--- src/rtl/axis_skid_buf.sv ---
// Two-entry AXI-Stream register slice: output slot plus skid slot, all outputs registered, latency 1.
// Backpressure: s_tready registered (GREEDY selects accept policy); define AXIS_SKID_FORMAL_EN for protocol properties.
module axis_skid_buf #(
  parameter int GREEDY      = 0,
  parameter int AXIS_DWIDTH = 32
) (
  input  logic                   clk,
  input  logic                   rst,
  input  logic [AXIS_DWIDTH-1:0] s_tdata,
  input  logic                   s_tlast,
  input  logic                   s_tvalid,
  output logic                   s_tready,
  output logic [AXIS_DWIDTH-1:0] m_tdata,
  output logic                   m_tlast,
  output logic                   m_tvalid,
  input  logic                   m_tready
);

  logic [AXIS_DWIDTH-1:0] skid_dat, skid_dat_nxt, out_dat_nxt;
  logic                   skid_last, skid_last_nxt, skid_vld, skid_vld_nxt;
  logic                   out_last_nxt, out_vld_nxt, rdy_nxt;
  logic                   accept, out_free;

  always_comb begin
    accept        = s_tvalid & s_tready;
    out_free      = ~m_tvalid | m_tready;
    out_dat_nxt   = m_tdata;
    out_last_nxt  = m_tlast;
    out_vld_nxt   = m_tvalid;
    skid_dat_nxt  = skid_dat;
    skid_last_nxt = skid_last;
    skid_vld_nxt  = skid_vld;

    if (out_free) begin
      if (skid_vld) begin
        out_dat_nxt  = skid_dat;
        out_last_nxt = skid_last;
        out_vld_nxt  = 1'b1;
        skid_vld_nxt = accept;
        if (accept) begin
          skid_dat_nxt  = s_tdata;
          skid_last_nxt = s_tlast;
        end
      end else if (accept) begin
        out_dat_nxt  = s_tdata;
        out_last_nxt = s_tlast;
        out_vld_nxt  = 1'b1;
      end else begin
        // Data is left as-is when the slot empties; last must not outlive valid.
        out_vld_nxt  = 1'b0;
        out_last_nxt = 1'b0;
      end
    end else if (accept) begin
      skid_dat_nxt  = s_tdata;
      skid_last_nxt = s_tlast;
      skid_vld_nxt  = 1'b1;
    end

    if (GREEDY != 0) begin
      rdy_nxt = ~(out_vld_nxt & skid_vld_nxt);
    end else begin
      rdy_nxt = s_tready;
      if (accept & ~m_tready) begin
        rdy_nxt = 1'b0;
      end else if (~skid_vld & out_free) begin
        rdy_nxt = 1'b1;
      end
    end
  end

  always_ff @(posedge clk or negedge rst) begin
    if (!rst) begin
      m_tdata   <= '0;
      m_tlast   <= 1'b0;
      m_tvalid  <= 1'b0;
      skid_dat  <= '0;
      skid_last <= 1'b0;
      skid_vld  <= 1'b0;
      s_tready  <= 1'b0;
    end else begin
      m_tdata   <= out_dat_nxt;
      m_tlast   <= out_last_nxt;
      m_tvalid  <= out_vld_nxt;
      skid_dat  <= skid_dat_nxt;
      skid_last <= skid_last_nxt;
      skid_vld  <= skid_vld_nxt;
      s_tready  <= rdy_nxt;
    end
  end

`ifdef AXIS_SKID_FORMAL_EN
`ifdef AXIS_SKID_FORMAL_STANDALONE
`define AXIS_SKID_UP assume
`else
`define AXIS_SKID_UP assert
`endif

  initial restrict property (!rst);

  // Upstream and downstream-ready obligations: assumed standalone, checked when embedded.
  up_hold: `AXIS_SKID_UP property (@(posedge clk) disable iff (!rst)
    s_tvalid & ~s_tready |=> s_tvalid && $stable(s_tdata) && $stable(s_tlast));
  up_last: `AXIS_SKID_UP property (@(posedge clk) disable iff (!rst) s_tlast |-> s_tvalid);
  dn_rdy:  `AXIS_SKID_UP property (@(posedge clk) disable iff (!rst)
    $fell(m_tready) |-> $past(m_tvalid));

  m_hold: assert property (@(posedge clk) disable iff (!rst)
    m_tvalid & ~m_tready |=> m_tvalid && $stable(m_tdata) && $stable(m_tlast));
  m_last: assert property (@(posedge clk) disable iff (!rst) m_tlast |-> m_tvalid);
  s_fall: assert property (@(posedge clk) disable iff (!rst)
    $fell(s_tready) |-> $past(s_tvalid));

`undef AXIS_SKID_UP
`endif

endmodule

--- config.mk ---
export PLATFORM = sky130hd
export DESIGN_NAME = axis_skid_buf
export DESIGN_NICKNAME = d
export VERILOG_FILES = /design/src/rtl/axis_skid_buf.sv
export SDC_FILE = /design/constraint.sdc
export NUM_CORES = 1
export LEC_CHECK = 0
export ABC_AREA = 1
export CORE_MARGIN = 3
export CORE_UTILIZATION = 35
export DETAILED_ROUTE_END_ITERATION = 8
export GPL_ROUTABILITY_DRIVEN = 0
export MAX_ROUTING_LAYER = met4
export PLACE_DENSITY = 0.66
export REMOVE_ABC_BUFFERS = 1
export SLEW_MARGIN = 20
export SYNTH_ARGS = -nofsm -noshare
export SYNTH_HDL_FRONTEND = slang
export SYNTH_SLANG_ARGS = --single-unit
export TNS_END_PERCENT = 5
--- constraint.sdc ---
create_clock -name clk -period 1.5 [get_ports clk]
set_input_delay 0.3 -clock clk [delete_from_list [all_inputs] [get_ports clk]]
set_output_delay 0.3 -clock clk [all_outputs]
set_load 0.02 [all_outputs]
Yosys cells after proc, flatten, opt, wreduce, memory -nomap -nowiden
Index checks and enable logic that the tools add are counted.
- bits in registers: 69
- bits of input ports: 37
- output and inout port bits: 35
- word-level logic and storage cells: 36
- equal/unequal tests: 1
- multiplexer cells: 17
- bitwise operators: 7
- reductions and logical operators: 4
- operator list (cell ; count):
    $mux 32 ; 5
    $mux 1 ; 12
    $reduce_bool 2->1 ; 3
    $and 1x1->1 ; 3
    $not 1->1 ; 3
    $ne 2x2->1 const B ; 1
    $reduce_and 2->1 ; 1
    $or 1x1->1 ; 1

Longest topological paths before layout
Gate-level depths: netlist of run 1.
- word-level depth: 5
- depth in mapped cells: 7
- depth with buffers taken out: 6

Worst setup path before layout of run 1
OpenSTA, ideal clock, no wires.
- path kind: register to register
- from: register s_tready
- to: register skid_dat[10]
- setup time: 116 ps
- arrival: 1017 ps
- data required time: 1384 ps
- slack: 367 ps
- stages on the path, launching flop included: 7
- buffers on the path: 1
- period minus slack after synthesis: 1133 ps
- path through: dfrtp_1 nand2_2 inv_2 nand2_4 buf_6 nand2_1 nand2_1
- cells in the longest elaborated chain, start to end: 4
- RTL lines (item ; RTL line ; RTL):
    from (decl) ; 12 ; output logic s_tready,
    from (signal assigned) ; 87 ; s_tready <= rdy_nxt;
    $and 1x1->1 (*) ; 25 ; accept = s_tvalid & s_tready;
    $mux 32 (*) ; - ;
    $mux 32 ; - ;
    $mux 32 (*) ; - ;
    to (signal assigned) ; 84 ; skid_dat <= skid_dat_nxt;
    to (decl) ; 19 ; logic [AXIS_DWIDTH-1:0] skid_dat, skid_dat_nxt, out_dat_nxt;
Mark *: on every way between the ends. The rest lies on a longest branch, timed or not. The select of a mux whose other input is x is not followed.
A chain may end at the register's enable or synchronous reset.

Worst setup path after layout of run 1
- from: register s_tready
- to: output s_tready
No word-level cell between the ends.

==> impl_metrics.py, run 1 <==
metrics = {
    "power": {
        "p_per_area_nw_per_um2": 1930,
        "fin_total_pwr_mw": 8.20,
        "p_leak_nw": 2.33,
        "irDropWorstVdd_mv": 0.720,
    },
    "worst_setup_path": {
        "cp.buffers_inverters": 1,
        "path_cells": "dlygate4sd2_1",
        "cp.required_ns": 1.20,
        "cpPeakStageDelay_ns": 0.41,
        "critPathMaxFanout": 3,
        "crit_family": "flip-flops",
        "crit_arrival_ns": 1.07,
        "cp-end-kind": "output pin",
        "cp-start-kind": "register",
        "cpMaxStageDelayCell": "dfrtp_1",
        "worstSetupPathType": "reg -> out",
    },
    "drt": {
        "drtPass1Iterations": 4,
        "ant_nets": 0,
        "wire_per_inst_microns": 13.4,
        "vias_per_cell": 4.72,
        "vias": 2800,
        "wirelength_microns": 7950,
        "drt_iter0_drc": 171,
        "drc_errors": 0,
    },
    "placed_design": {
        "place_ws_ns": -0.0411,
        "port_buffers": 71,
        "dpl_cell_area_sq_um": 4110,
        "dpl.hpwl_microns": 5400,
    },
    "global_route": {
        "grt_pass1_wl_microns": 13900,
        "overflow": 0,
        "antenna_found_initial": 0,
        "grt_usage_pct": 17.5,
        "grt_pass1_vias": 2836,
        "grt_max_degree": 38,
    },
    "worst_hold_path": {
        "hp-class": "in -> async",
    },
    "sta": {
        "rsz0062_at_grt": "no",
        "fin_skew_ns": 0.00762,
        "max_freq_mhz": 728,
        "tightest_slew_ns": 0.359,
        "worst_slack_ns": 0.126,
        "post-route-period-util_pct": 91.6,
        "relSlewSlack_pct": 76.1,
        "setup_viol": 0,
        "timing.hold.ws_ns": 0.358,
        "fin_crit_ns": 1.37,
        "final_hold_viol_count": 0,
        "slew_viol_final": 0,
        "setup-tns-final_ns": 0,
    },
    "yosys": {
        "netlist_instances": 407,
        "ys_types": 14,
        "synth_area_sq_um": 3210,
        "ys_warn_count": 0,
        "synth_area_per_cell_sq_um": 7.89,
        "synth.largest_area_cell": "dfrtp_1",
        "ys_ff_latch": 69,
        "synth_top_area_share_pct": 53.8,
        "yosys-top-cells-area": "dfrtp_1 54%, nand2_1 27%, nand3_1 10%, buf_6 2.8%, buf_2 2.3%",
        "ys_seq_area_share_pct": 53.8,
    },
    "clock_tree": {
        "clk_path_buf_depth": 2,
        "cts_buffers": 9,
        "clkTransAtPathRegs_ns": 0.07,
        "worstSkewPairLatency_ns": 0.34,
        "root_buffer": "clkbuf_8",
        "cts_num_sinks": 69,
        "htree_num_levels": 3,
        "cts_tree": "yes",
        "postCtsSetupRepairBufs": 0,
    },
    "die": {
        "die_h_microns": 102,
        "ios": 72,
        "rows": 34,
        "start_util_pct": 36.4,
        "core_sq_um": 8810,
        "fp.dieW_microns": 102,
        "dieArea_sq_um": 10400,
    },
    "flow_run": {
        "maxCapViolations": 0,
    },
    "finish": {
        "area_delta_synth_final_pct": 32.3,
        "design_area_sq_um": 4250,
        "nets": 520,
        "drive_above_1_share_pct": 8.66,
        "diodes": 0,
    },
    "status": {
        "status": "finished clean",
    },
}
[synthesized netlist by cell type]
library cell and instances:
nor2_1 5, buf_4 3, inv_2 2, buf_2 15, nand3_1 65, a21oi_1 1
nand2_1 230, inv_1 1, buf_6 8, nand2_4 4, dfrtp_1 69, nand2_2 2
o21ai_0 1, inv_6 1
[cell type report]
class                      instances  area (sq um)
clock buffer                      12           165
clock inverter                     1          7.51
fill                             859          4560
inverter                           4          20.0
multi-input combinational        308          1270
sequential                        69          1730
tap                              108           135
timing repair buffer              91           917
[where the power goes]
| part | internal [mW] | total [mW] | switching (mW) | leakage (nW) |
|---|---|---|---|---|
| Sequential | 2.72 | 3.18 | 0.455 | 0.856 |
| Combinational | 1.42 | 3.64 | 2.23 | 1.39 |
| Clock | 0.709 | 1.38 | 0.671 | 0.0864 |
| Total | 4.85 | 8.20 | 3.35 | 2.33 |
[state kept, by name, summed over array words and instances, names as in the netlist]
register / flops
m_tlast: 1
skid_dat: 32
skid_vld: 1
m_tvalid: 1
m_tdata: 32
skid_last: 1
s_tready: 1
[through the flow]
stage,instances,utilization (%)
floorplan,381,-
global placement,579,46.6
detailed placement,579,46.6
CTS,593,48.2
global route,593,48.2
finish,593,48.2
[routing by layer]
metal  wire, microns  GRT usage, %  up-vias
met5               0             -        -
met4              66          6.54        0
met3             393          2.96        7
met2            3810          27.2       79
met1            3680          23.0     1295
li1                -             -     1419
[worst paths after layout]
check | startpoint | to | slack (ns) | cells past startpoint
worst max register to register | skid_vld$_DFFE_PN0P_ | m_tdata[14]$_DFFE_PN0P_ | 0.31 | 6
worst min-delay path | rst | skid_dat[11]$_DFFE_PN0P_ | 0.36 | 2
max in group asynchronous | rst | m_tdata[23]$_DFFE_PN0P_ | 0.60 | 3
min in group clk | skid_dat[20]$_DFFE_PN0P_ | skid_dat[20]$_DFFE_PN0P_ | 0.47 | 2
worst min register to register | skid_dat[20]$_DFFE_PN0P_ | skid_dat[20]$_DFFE_PN0P_ | 0.47 | 2
worst max-delay path | s_tready$_DFFE_PN0P_ | s_tready | 0.13 | 1
[kinds of logic (layout without fill, tap and decap cells)]
family | count (synthesis) | in the layout | share of synthesized area, %
buf+inv | 30 | 108 | 6.47
compound gates | 2 | 2 | 0.312
flops | 69 | 69 | 53.8
simple gates | 306 | 306 | 39.4
[cells in the final DEF, fill, tap and decap left out, drive strengths merged]
| cell | netlist | routed |
|---|---|---|
| a21oi | 1 | 1 |
| clkbuf | 0 | 12 |
| nand3 | 65 | 65 |
| dlygate4sd3 | 0 | 1 |
| dlygate4sd2 | 0 | 35 |
| clkdlybuf4s50 | 0 | 35 |
| dfrtp | 69 | 69 |
| inv | 4 | 4 |
| nand2 | 236 | 236 |
| buf | 26 | 20 |
| o21ai | 1 | 1 |
| clkinvlp | 0 | 1 |
| nor2 | 5 | 5 |
[timing repair]
| action | in CTS | in global routing |
|---|---|---|
| endpoints found under the setup margin | 35 | 0 |
| hold endpoints to repair | 12 | 0 |
| hold buffers | 1 | 0 |
| resized for setup | 35 | 0 |
No activity file was read; power rests on OpenSTA's default activity.
==> inputs of run 2 (changes only) <==
CORE_UTILIZATION = 45   (was 35)
PLACE_DENSITY = 0.82   (was 0.66)
clock period = 1.11 ns   (was 1.5 ns; I/O delays follow)
==> run 2 against run 1 <==
  * Critical path type unchanged
  * Count of clock-buffer cells in the layout unchanged
  * Core utilization up 16 points
  * The run now ends with setup timing left
  * Via count up 4.8%
  * Clock skew down 0.0044 ns
  * Largest power group unchanged
  * Critical endpoint is now m_tvalid
==> impl_metrics.py, run 2 (synthesized netlist as in run 1, its figures left out) <==
metrics = {
    "sta": {
        "slew_viol_final": 0,
        "fin_crit_ns": 1.17,
        "tightest_slew_ns": 0.288,
        "max_freq_mhz": 857,
        "fin_skew_ns": 0.00323,
        "setup_viol": 71,
        "worst_slack_ns": -0.0564,
        "final_hold_viol_count": 0,
        "relSlewSlack_pct": 80.8,
        "rsz0062_at_grt": "yes",
        "post-route-period-util_pct": 105,
        "setup-tns-final_ns": -1.79,
    },
    "finish": {
        "fillers": 579,
        "reg.largest.list": "m_tdata x32, skid_dat x32",
        "final_common_cell": "nand2_1",
        "drive_above_1_share_pct": 22.4,
        "diodes": 0,
        "area_delta_synth_final_pct": 38.1,
        "nets": 542,
        "design_area_sq_um": 4430,
        "final_cell_mix": "215 x nand2_1, 69 x dfrtp_1, 64 x nand3_1",
    },
    "power": {
        "p_per_area_nw_per_um2": 2720,
        "irDropWorstVdd_mv": 1.24,
        "fin_total_pwr_mw": 12.0,
        "p_leak_nw": 2.42,
    },
    "drt": {
        "ant_nets": 0,
        "drt_iter0_drc": 205,
        "wire_per_inst_microns": 13.6,
        "vias": 2935,
        "drc_errors": 0,
        "drtPass1Iterations": 4,
        "vias_per_cell": 4.86,
        "wirelength_microns": 8210,
    },
    "worst_setup_path": {
        "cp.required_ns": 0.89,
        "cp.buffers_inverters": 1,
        "worstSetupPathType": "reg -> out",
        "crit_arrival_ns": 0.94,
        "cpPeakStageDelay_ns": 0.41,
        "cp-end-kind": "output pin",
        "crit_family": "flip-flops",
        "cpMaxStageDelayCell": "dfrtp_1",
        "path_cells": "buf_2",
        "reg2reg_slack_ns": -0.05,
        "cp-start-kind": "register",
        "critPathMaxFanout": 2,
    },
    "placed_design": {
        "dpl_cell_area_sq_um": 4270,
        "dpl.hpwl_microns": 5650,
        "place_ws_ns": -0.386,
        "port_buffers": 71,
    },
    "die": {
        "fp.dieW_microns": 90.5,
        "dieArea_sq_um": 8180,
        "die_h_microns": 90.5,
        "core_sq_um": 6870,
        "rows": 30,
        "ios": 72,
        "start_util_pct": 46.7,
    },
    "clock_tree": {
        "cts_tree": "yes",
        "worstSkewPairLatency_ns": 0.34,
        "htree_num_levels": 3,
        "clk_path_buf_depth": 2,
        "clkTransAtPathRegs_ns": 0.07,
        "root_buffer": "clkbuf_8",
        "cts_buffers": 9,
        "cts_num_sinks": 69,
    },
    "global_route": {
        "antenna_found_initial": 0,
        "grt_usage_pct": 21.7,
        "grt_pass1_wl_microns": 13800,
        "overflow": 0,
        "grt_pass1_vias": 2869,
        "grt_max_degree": 33,
    },
    "flow_run": {
        "maxCapViolations": 0,
    },
    "status": {
        "status": "finished, violations left",
        "violations": "setup timing",
    },
    "worst_hold_path": {
        "hp-class": "in -> async",
    },
}
-- run 2: cell count changes in the layout (fill, tap and decap cells not counted), moves of 9 or more --
cell           delta
buf_2            +28
dlygate4sd2_1    -35
buf_6             +9
buf_4            +17
nand2_1          -15
nand2_2          +13
-- run 2: power by group --
| group | switching (mW) | internal, mW | total (mW) |
|---|---|---|---|
| clock | 0.881 | 1.07 | 1.95 |
| sequential | 0.703 | 3.68 | 4.39 |
| combinational | 3.24 | 2.45 | 5.69 |
-- run 2: path summary, 6_finish.rpt --
check / start / end / cells past startpoint
max in group asynchronous: rst / skid_dat[9]$_DFFE_PN0P_ / 3
min: rst / skid_dat[16]$_DFFE_PN0P_ / 2
min reg2reg: skid_dat[18]$_DFFE_PN0P_ / skid_dat[18]$_DFFE_PN0P_ / 2
max: m_tvalid$_DFFE_PN0P_ / m_tvalid / 1
min in group clk: s_tdata[10] / skid_dat[10]$_DFFE_PN0P_ / 3
max reg2reg: skid_vld$_DFFE_PN0P_ / skid_dat[26]$_DFFE_PN0P_ / 6
-- run 2: cell type report --
cell class	instances	area, sq um	area share [%]
Clock buffer	12	145	3.27
Inverter	4	20.0	0.452
Clock inverter	2	35.0	0.791
Tap cell	96	120	2.71
Sequential cell	69	1730	39.0
Timing Repair Buffer	113	1040	23.5
Multi-Input combinational cell	308	1350	30.4
-- run 2: metrics by stage --
step	util [%]	instances	hold slack, ns
5_1_grt	64.5	604	0.327
2_1_floorplan	-	381	-0.0736
3_3_place_gp	62.2	586	0.128
4_1_cts	63.0	602	0.303
6_report	64.5	604	0.305
3_5_place_dp	62.2	586	0.131
-- run 2: what timing repair did --
action / in CTS / in global routing
setup buffers: 1 / 2
setup endpoints to repair: 102 / 103
hold buffers: 1 / 0
endpoints found under the hold margin: 18 / 0
resized for setup: 150 / 27
pin swaps: 0 / 1
-- run 2: layer usage --
metal | GRT usage, % | wire (microns) | share of wire [%] | up-vias
met5 | - | 0 | 0 | -
met4 | 8.80 | 123 | 1.5 | 0
met3 | 4.50 | 465 | 5.7 | 14
met2 | 35.2 | 4100 | 50 | 111
met1 | 26.6 | 3520 | 43 | 1350
li1 | - | - | - | 1460
==> inputs of run 3 (changes only) <==
CORE_UTILIZATION = 51   (was 45)
PLACE_DENSITY = 0.88   (was 0.82)
clock period = 1.4 ns   (was 1.11 ns; I/O delays follow)
==> run 3 against run 2 <==
  * The flow now finishes without violations
  * Clock power decreased by 28%
  * Routed wire length decreased by 4.5%
  * Clock skew increased by 0.0029 ns
  * Sequential share of layout area is 2.2 points higher
  * Sequential power fell by 22%
  * Critical path depth did not move
  * Power fell by 27%
  * Combinational power decreased by 31%
  * Register-to-register slack improved by 0.25 ns
  * First-iteration DRC count rose by 14%
  * Largest power group unchanged
==> impl_metrics.py, run 3 (synthesized netlist as in run 1, its figures left out) <==
metrics = {
    "placed_design": {
        "dpl_cell_area_sq_um": 4060,
        "dpl.hpwl_microns": 5380,
        "port_buffers": 71,
    },
    "global_route": {
        "overflow": 0,
        "antenna_found_initial": 0,
        "grt_pass1_vias": 2923,
        "grt_usage_pct": 24.2,
        "grt_use_met1_pct": 30.4,
        "grt_max_degree": 70,
        "top_usage_layer": "met2",
        "grtUsageMet3_pct": 4.85,
        "grt_pass1_wl_microns": 13600,
        "grt_util_met2_pct": 38.5,
    },
    "sta": {
        "relSlewSlack_pct": 75.8,
        "max_freq_mhz": 736,
        "slew_viol_final": 0,
        "fin_crit_ns": 1.36,
        "fin_skew_ns": 0.00611,
        "post-route-period-util_pct": 97.0,
        "rsz0062_at_grt": "no",
        "timing.hold.ws_ns": 0.473,
        "setup_viol": 0,
        "final_hold_viol_count": 0,
        "setup-tns-final_ns": 0,
        "tightest_slew_ns": 0.363,
    },
    "worst_setup_path": {
        "cp-start-kind": "register",
        "cp.buffers_inverters": 1,
        "crit_family": "flip-flops",
        "cp.required_ns": 1.12,
        "crit_arrival_ns": 1.08,
        "path_cells": "dlygate4sd2_1",
        "cpPeakStageDelay_ns": 0.41,
        "cp-end-kind": "output pin",
        "critPathMaxFanout": 3,
        "cpMaxStageDelayCell": "dfrtp_1",
        "worstSetupPathType": "reg -> out",
    },
    "drt": {
        "drtPass1Iterations": 5,
        "wirelength_microns": 7840,
        "vias": 2975,
        "wire_per_inst_microns": 13.9,
        "drc_errors": 0,
        "vias_per_cell": 5.27,
        "drt_iter0_drc": 233,
        "ant_nets": 0,
    },
    "die": {
        "fp.dieW_microns": 85.3,
        "core_sq_um": 5990,
        "dieArea_sq_um": 7280,
        "start_util_pct": 53.6,
        "die_h_microns": 85.3,
        "ios": 72,
        "rows": 28,
    },
    "finish": {
        "final_common_cell": "nand2_1",
        "reg.largest.list": "m_tdata x32, skid_dat x32",
        "drive_above_1_share_pct": 9.59,
        "final_util_pct": 70.0,
        "final_cell_mix": "230 x nand2_1, 69 x dfrtp_1, 65 x nand3_1",
        "design_area_sq_um": 4190,
        "diodes": 0,
        "area_delta_synth_final_pct": 30.6,
        "nets": 523,
    },
    "clock_tree": {
        "cts_num_sinks": 69,
        "htree_num_levels": 3,
        "worstSkewPairLatency_ns": 0.35,
        "postCtsSetupRepairBufs": 0,
        "cts_tree": "yes",
        "clk_path_buf_depth": 2,
        "cts_buffers": 9,
        "root_buffer": "clkbuf_8",
        "clkTransAtPathRegs_ns": 0.07,
    },
    "power": {
        "p_seq_share_pct": 39.1,
        "clock_power_share_pct": 16.0,
        "netSwitchingPower_mw": 3.65,
        "switching_share_pct": 41.8,
        "cellInternalPower_mw": 5.09,
        "p_per_area_nw_per_um2": 2080,
        "p_comb_share_pct": 44.8,
        "p_leak_nw": 2.33,
        "fin_total_pwr_mw": 8.74,
        "irDropWorstVdd_mv": 1.32,
    },
    "status": {
        "status": "finished clean",
    },
    "flow_run": {
        "maxCapViolations": 0,
    },
    "worst_hold_path": {
        "hp-class": "reg -> reg",
    },
}
[run 3: power groups by stage]
stage          combinational, mW  clock (mW)  sequential, mW
3_5_place_dp                4.26           0            3.45
3_3_place_gp                4.11           0            3.43
5_1_grt                     4.34        1.52            3.55
2_1_floorplan               1.61           0            4.01
6_report                    3.92        1.40            3.42
4_1_cts                     3.95        1.43            3.42
[run 3: routing by layer]
metal  wire [microns]  up-vias  share of wire, %
met3              521       16               6.6
li1                 -     1432                 -
met5                0        -                 0
met1             3360     1417                43
met4              154        0               2.0
met2             3800      110                48
[run 3: metrics by stage]
stage / cells / setup WS, ns
after global routing: 565 / 0.00264
after detailed placement: 549 / -0.110
after CTS: 565 / 0.0301
after floorplan: 381 / -0.432
final: 565 / 0.0420
after global placement: 549 / -0.0659
[run 3: final timing paths]
kind / from / end / slack [ns] / depth (start not counted)
hold / removal: skid_dat[18]$_DFFE_PN0P_ / skid_dat[18]$_DFFE_PN0P_ / 0.47 / 2
min in group asynchronous: rst / m_tdata[24]$_DFFE_PN0P_ / 0.49 / 3
setup / recovery: s_tready$_DFFE_PN0P_ / s_tready / 0.04 / 1
hold reg to reg: skid_dat[18]$_DFFE_PN0P_ / skid_dat[18]$_DFFE_PN0P_ / 0.47 / 2
max in group asynchronous: rst / m_tvalid$_DFFE_PN0P_ / 0.62 / 3
setup reg to reg: skid_vld$_DFFE_PN0P_ / m_tdata[7]$_DFFE_PN0P_ / 0.20 / 6
[run 3: final cells by class]
class	instances	area (sq um)
Tap cell	75	93.8
Sequential cell	69	1730
Clock buffer	10	138
Inverter	4	20.0
Clock inverter	5	27.5
Timing Repair Buffer	94	912
Fill cell	496	1800
Multi-Input combinational cell	308	1270
[run 3: what timing repair did]
item,4_1_cts,5_1_grt
hold endpoints to repair,69,0
setup endpoints to repair,35,0
gates resized for setup,35,0
hold buffers,1,0
